--- config.mk ---
export PLATFORM = sky130hd
export DESIGN_NAME = gpr_file
export DESIGN_NICKNAME = d
export VERILOG_FILES = /design/src/rtl/gpr_file.sv
export SDC_FILE = /design/constraint.sdc
export NUM_CORES = 2
export LEC_CHECK = 0
export CAP_MARGIN = 20
export CORE_MARGIN = 4
export CORE_UTILIZATION = 30
export CTS_CLUSTER_DIAMETER = 60
export DETAILED_ROUTE_END_ITERATION = 10
export HOLD_SLACK_MARGIN = 0.1
export SETUP_SLACK_MARGIN = 0.1
export SYNTH_ARGS = -nofsm -noshare
export SYNTH_HDL_FRONTEND = slang
export SYNTH_SLANG_ARGS = --single-unit
--- constraint.sdc ---
create_clock -name clk -period 3.2 [get_ports clk]
set_clock_uncertainty 0.05 [all_clocks]
set_input_delay 0.8 -clock clk [delete_from_list [all_inputs] [get_ports clk]]
set_output_delay 0.8 -clock clk [all_outputs]
set_load 0.005 [all_outputs]
--- src/rtl/gpr_file.sv ---
// General-purpose register file: two combinational read ports with write-through
// bypass, one write port, post-reset sequential clear, and a registered debug read port.
module gpr_file #(
   parameter int DATA_W = 32,
   parameter int ADDR_W = 5
) (
   input  logic              clk,
   input  logic              rst,
   input  logic              we,
   input  logic [ADDR_W-1:0] waddr,
   input  logic [DATA_W-1:0] wdata,
   input  logic              re1,
   input  logic [ADDR_W-1:0] raddr1,
   output logic [DATA_W-1:0] rdata1,
   input  logic              re2,
   input  logic [ADDR_W-1:0] raddr2,
   output logic [DATA_W-1:0] rdata2,
   output logic              init_done_o,
   input  logic              dbg_req_i,
   input  logic [ADDR_W-1:0] dbg_addr_i,
   output logic              dbg_ack_o,
   output logic [DATA_W-1:0] dbg_data_o
);

   localparam int NREG = 2 ** ADDR_W;

   typedef enum logic {CLEAR, READY} state_t;

   state_t            state, state_n;
   logic [ADDR_W-1:0] clr_idx, clr_idx_n;
   logic              ready;
   logic [DATA_W-1:0] regs [NREG];
   logic [DATA_W-1:0] dbg_next;

   assign ready       = (state == READY);
   assign init_done_o = ready;

   // Zero rules first, then same-cycle write bypass, then the stored value.
   function automatic logic [DATA_W-1:0] resolve(
      input logic              en,
      input logic [ADDR_W-1:0] a,
      input logic [DATA_W-1:0] stored,
      input logic              live,
      input logic              wr,
      input logic [ADDR_W-1:0] wa,
      input logic [DATA_W-1:0] wd
   );
      logic [DATA_W-1:0] v;
      v = '0;
      if (live && (a != '0) && en) begin
         if (wr && (a == wa))
            v = wd;
         else
            v = stored;
      end
      return v;
   endfunction

   always_ff @(posedge clk or posedge rst) begin
      if (rst) begin
         state   <= CLEAR;
         clr_idx <= ADDR_W'(1);
      end else begin
         state   <= state_n;
         clr_idx <= clr_idx_n;
      end
   end

   always_comb begin
      state_n   = state;
      clr_idx_n = clr_idx;
      if (state == CLEAR) begin
         clr_idx_n = clr_idx + ADDR_W'(1);
         if (clr_idx == '1)
            state_n = READY;
      end
   end

   // Storage carries no reset; the CLEAR walk zeroes indices 1..NREG-1 instead.
   always_ff @(posedge clk) begin
      if (state == CLEAR)
         regs[clr_idx] <= '0;
      else if (we && (waddr != '0))
         regs[waddr] <= wdata;
   end

   assign rdata1   = resolve(re1, raddr1, regs[raddr1], ready & ~rst, we, waddr, wdata);
   assign rdata2   = resolve(re2, raddr2, regs[raddr2], ready & ~rst, we, waddr, wdata);
   assign dbg_next = resolve(1'b1, dbg_addr_i, regs[dbg_addr_i], ready, we, waddr, wdata);

   always_ff @(posedge clk or posedge rst) begin
      if (rst) begin
         dbg_ack_o  <= 1'b0;
         dbg_data_o <= '0;
      end else if (ready && dbg_req_i) begin
         dbg_ack_o  <= 1'b1;
         dbg_data_o <= dbg_next;
      end else begin
         dbg_ack_o  <= 1'b0;
      end
   end

endmodule

* Word level (Yosys, flattened, before mapping)
Memory sizes are Yosys's and may differ from the RTL's. Index checks and enable logic that the tools add are counted. Widths: inputs -> output; s select.
Cells by class: add/subtract/negate cells 1, multipliers 0, div/mod/pow operators 0, order comparisons 0, equal/unequal tests 4, shifts and indexed selects 0, muxes and demuxes 16, bitwise gates (word level) 2, reduce and logical (&&, ||, !) cells 15
Operators with widths (number):
- $mux 32 | 7
- $reduce_or 32->1 | 1
- $reduce_bool 5->1 | 4
- $eq 5x5->1 | 3
- $logic_and 1x1->1 | 10
- $mux 1 | 8
- $add 5x1->5 const B | 1
- $eq 5x5->1 const B | 1
- $mux 5 | 1
- $and 1x1->1 | 1
- $not 1->1 | 1
Storage, ports and cells: bits in registers 39, bits in latches 0, bits in writable memories 1024, bits in read-only memories 0, logic and storage cells 43, memories 1
Memories:
- regs | depth 32, width 32, rd ports 3, clocked after Yosys merged registers in 0, wr ports 1, RTL line 32 | logic [DATA_W-1:0] regs [NREG];

* Longest topological paths before layout
depth in word-level cells 7, depth in mapped cells 11

* Worst setup path before layout
No wires, ideal clock.
path kind input port to flip-flop, start point input waddr[0], end point memory regs[0][0] (enable), setup time 0.421 ns, data arrival time 3.587 ns, data required time 2.729 ns, setup slack -0.858 ns, stages 7, path buffers 2, path through clkbuf_1 > or3_1 > o311a_1 > buf_2 > o31ai_1 > nand2_1 > nor2_1
Between the ends: longest elaborated chain between the ends 7, elaborated cells on any way between the ends 8, classes of those cells mux: 5; reduce/logical: 3
RTL lines:
- from (decl) | RTL line 10 | input logic [ADDR_W-1:0] waddr,
- $reduce_bool 5->1 | RTL line 83 | else if (we && (waddr != '0))
- $logic_and 1x1->1 | RTL line 83
- $mux 1 | RTL line 83
- $mux 1 | RTL line 81 | if (state == CLEAR)
- $mux 1 (not written as such) | RTL line 84 | regs[waddr] <= wdata;
- $reduce_or 32->1 (no line)
- $mux 5 (no line) / $mux 1 (equally long branches)
- to (decl) | RTL line 32
Parallel ways exist; a longest one is shown, timed or not.

* Worst setup path after layout
start point input raddr1[0], end point output rdata1[22]
Between the ends: longest elaborated chain between the ends 4, elaborated cells on any way between the ends 8, classes of those cells eq/ne: 1; mux: 2; reduce/logical: 4; memory: 1
RTL lines:
- from (decl) | RTL line 13 | input logic [ADDR_W-1:0] raddr1,
- branches (longest 3 deep; another with $mem_v2 32x32)
- $mux 32 (*) | RTL line 50 | if (live && (a != '0) && en) begin
- to (decl) | RTL line 14 | output logic [DATA_W-1:0] rdata1,
Every way passes the cells marked *.

==> summary.txt <==
Outcome
  • Status: finished with violations
  • Violations in the final reports: setup timing

Yosys
  • Post-Synthesis Cell Area: between 50000 and 60000 sq um
  • Count leader, synth: edfxtp_1
  • Async set-reset flop share out of synthesis: under 10%
  • Simple-gate share of the synthesized area: 3.19%
  • Cells after synthesis: 3400
  • #FFs+latches synth: 1063
  • Yosys top cell by area: edfxtp_1
  • Post-synth EDFFs: about 1000
  • Synth unique cells: 61
  • Top cells by area, synth: edfxtp_1 53%, mux4_2 26%, mux2i_1 5.1%
  • Post-synth top cells: 1024 x edfxtp_1, 679 x mux4_2, 297 x mux2i_1, 148 x clkbuf_1, 110 x nand2_1
  • Dominant combinational cell family by area after synthesis: multiplexers
  • Synth Warn #: 0
  • Seq/Total Area, Yosys: a little over half
  • Adder-Cell Fraction of Synth Area: less than 1%
  • Share of the synthesized area in the top cell type: 52.6%
  • Syn nets: approximately 3500
  • Post-synthesis mux area share: about a third
  • Post-synthesis xor/xnor area fraction: less than 1%
  • Synth Area per Inst: between 15 and 20 sq um
  • Dominant synthesized flop cell: edfxtp_1
  • Compound-gate portion of the synthesized area: 7.04%

Power and ir drop
  • Net Switching: ~8.7 mW
  • Clock group share of total power: about 40%
  • Sw Share: around 25%
  • Part of the power in registers: a little under half
  • Comb pwr share: 15.4%
  • Pint: ~25 mW
  • Worst IR Drop VDD: 0.465 mV
  • Pwr Density: 434 nW/um^2
  • P_leak: 28.3 nW

Floorplan
  • Die area: a little over 200000 sq um
  • Ports: 156
  • FP Rows: approximately 160
  • Die height: roughly 450 um
  • Core ar.: just under 200000 sq um
  • Die X: 449 um
  • Effective utilization at floorplan: between 30 and 40%

Global routing
  • Initial antenna violation count: 1
  • First-pass GRT wire length: 334000 um
  • Vias in the first global route: roughly 42000
  • Pin count of the biggest net entering global routing: between 40 and 50
  • All-Layer GR Usage: around 23%
  • Global route overflow: 0

Clock tree
  • Clock buffer depth: 3
  • CTS buffer count: about 110
  • TritonCTS clock tree: done
  • Clk sink count: roughly 1100
  • Hold_buf cts: 0
  • Root buf cell: clkbuf_16
  • H-tree depth: 3
  • Clk pin slew, worst setup/hold paths: 0.06 ns
  • Later-pin clock latency in the skew report: 0.75 ns

Placed design
  • Port Buffer Count: approximately 160
  • Placed inst area: 70200 sq um
  • GPL Wtd Cong: between 0.9 and 1
  • Hpwl dp: 159000 um
  • Dpl cells: between 6000 and 7000

Worst setup path
  • Worst-path fanout max: 7
  • FF-to-FF setup slack: between 0.6 and 0.7 ns
  • Critical path arrival: 2.96 ns
  • Setup crit end kind: output port
  • Worst EP required: between 2 and 2.5 ns
  • CP Class: in -> out
  • Worst setup SP type: input port

STA
  • Setup violators final: between 60 and 70
  • Fmax: ~260 MHz
  • Worst-Margin Slew: 0.768 ns
  • Fin. max-slew vios: 0
  • Unrepaired setup endpoints after global routing: yes
  • Final period util: 119%
  • Final Critical Period: about 3.8 ns
  • Hold Vio Cnt, Final: 0
  • Worst Setup Slack, final: -0.610 ns
  • Worst rel slew slack: between 40% and 50%

Layout
  • Final Core Density: about two fifths
  • ANT cells: 0
  • Post-route cell area: just under 80000 sq um
  • Area grow syn2layout: 34.6%
  • Final Non-Filler Cells: roughly 6900
  • Layout cell share with drive strength beyond 1: about half
  • Fin nets: ~4300

Detailed routing
  • Drt wl/cell: 35.2 um
  • Routed WL: around 240000 um
  • Final ANT Viol Nets: 0
  • Iter 0 DRT Violations: just under 6000
  • Total number of vias: between 40000 and 50000
  • DRC: 0
  • Vias/cell: approximately 6.2
  • DR pass1 iterations: 6

Flow run
  • Max-cap violations: 0

Hold path
  • Class of the worst hold path: in -> async
power groups by stage:
stage / Clock (mW) / Combinational [mW] / Sequential [mW]
4_1_cts: 13.7 / 5.06 / 15.4
2_1_floorplan: 0 / 2.22 / 15.7
5_1_grt: 14.3 / 5.40 / 15.4
3_5_place_dp: 0 / 4.52 / 15.7
3_3_place_gp: 0 / 4.51 / 15.7
6_report: 13.5 / 5.25 / 15.4
layout make-up:
class | instances | area [sq um]
Clock buffer | 143 | 2990
Timing Repair Buffer | 1052 | 12700
Inverter | 5 | 20.0
Clock inverter | 61 | 741
Sequential cell | 1063 | 31700
Fill cell | 17000 | 115000
Multi-Input combinational cell | 2011 | 27300
Tap cell | 2526 | 3160
worst paths after layout:
kind	cells after the start	end	startpoint
worst max-delay path	13	rdata1[22]	raddr1[0]
worst min-delay path	3	clr_idx[3]	rst
worst max register to register	7	regs[0][17]	init_done_o
worst min register to register	1	clr_idx[0]	clr_idx[0]
max in group asynchronous	3	dbg_data_o[17]	rst
min in group clk	1	clr_idx[0]	clr_idx[0]
worst max-delay path: stages:
cell       delay (ns)
buf_16           0.14
buf_16           0.16
buf_12           0.13
buf_6            0.11
xnor2_2          0.14
nand2_2          0.14
o2111ai_4        0.23
buf_12           0.16
buf_12           0.17
buf_12           0.17
a31oi_4          0.04
a221o_1          0.37
buf_2            0.17
metrics by stage:
step	total power [mW]	hold slack (ns)	setup TNS (ns)	setup slack [ns]
2_1_floorplan	17.9	0.452	-11.54	-0.0428
3_3_place_gp	20.2	0.468	-914.39	-1.52
3_5_place_dp	20.2	0.469	-894.86	-1.33
4_1_cts	34.1	0.231	-28.75	-0.583
5_1_grt	35.1	0.253	-31.96	-0.625
6_report	34.2	0.248	-30.98	-0.610
what timing repair did:
item,4_1_cts,5_1_grt
setup endpoints to repair,66,64
setup buffers,160,31
gates cloned,21,6
resized for setup,688,144
pin swaps,101,52
per-layer routing:
| layer | vias up | routed length, um | global-route usage, % |
|---|---|---|---|
| met5 | - | 12 | 0 |
| met2 | 3054 | 111000 | 36.4 |
| met1 | 22400 | 84300 | 28.1 |
| li1 | 16400 | - | - |
| met4 | 2 | 22300 | 17.5 |
| met3 | 731 | 23600 | 4.51 |
cell usage in the layout (no fill, tap or decap), drive strengths merged, types with 15 or more instances in the layout:
| cell | count |
|---|---|
| nor2 | 52 |
| and2 | 46 |
| mux4 | 679 |
| clkdlybuf4s50 | 71 |
| a21oi | 71 |
| mux2 | 59 |
| edfxtp | 1024 |
| o21ai | 117 |
| a31oi | 49 |
| a221o | 59 |
| mux2i | 298 |
| a221oi | 51 |
| nand2b | 68 |
| clkinv | 24 |
| buf | 967 |
| inv | 15 |
| o211ai | 35 |
| nand2 | 110 |
| o22ai | 45 |
| clkbuf | 151 |
| dfrtp | 38 |
| a22oi | 108 |
| nor3 | 31 |
| nor2b | 15 |
| a211oi | 29 |
| clkinvlp | 15 |
| nor3b | 16 |
kinds of logic after synthesis:
group,after synthesis
muxes,1036
AOI/OAI and AO/OA,592
adders and majority gates,2
DFF,1063
and+or+nand+nor,363
xor gates and xnor gates,18
buffers and inverters,326
registers in the layout, summed over array words and instances (netlist names):
signal       flops
dbg_data_o      32
dbg_ack_o        1
regs          1024
clr_idx          5
init_done_o      1
No activity file was read; power rests on OpenSTA's default activity.
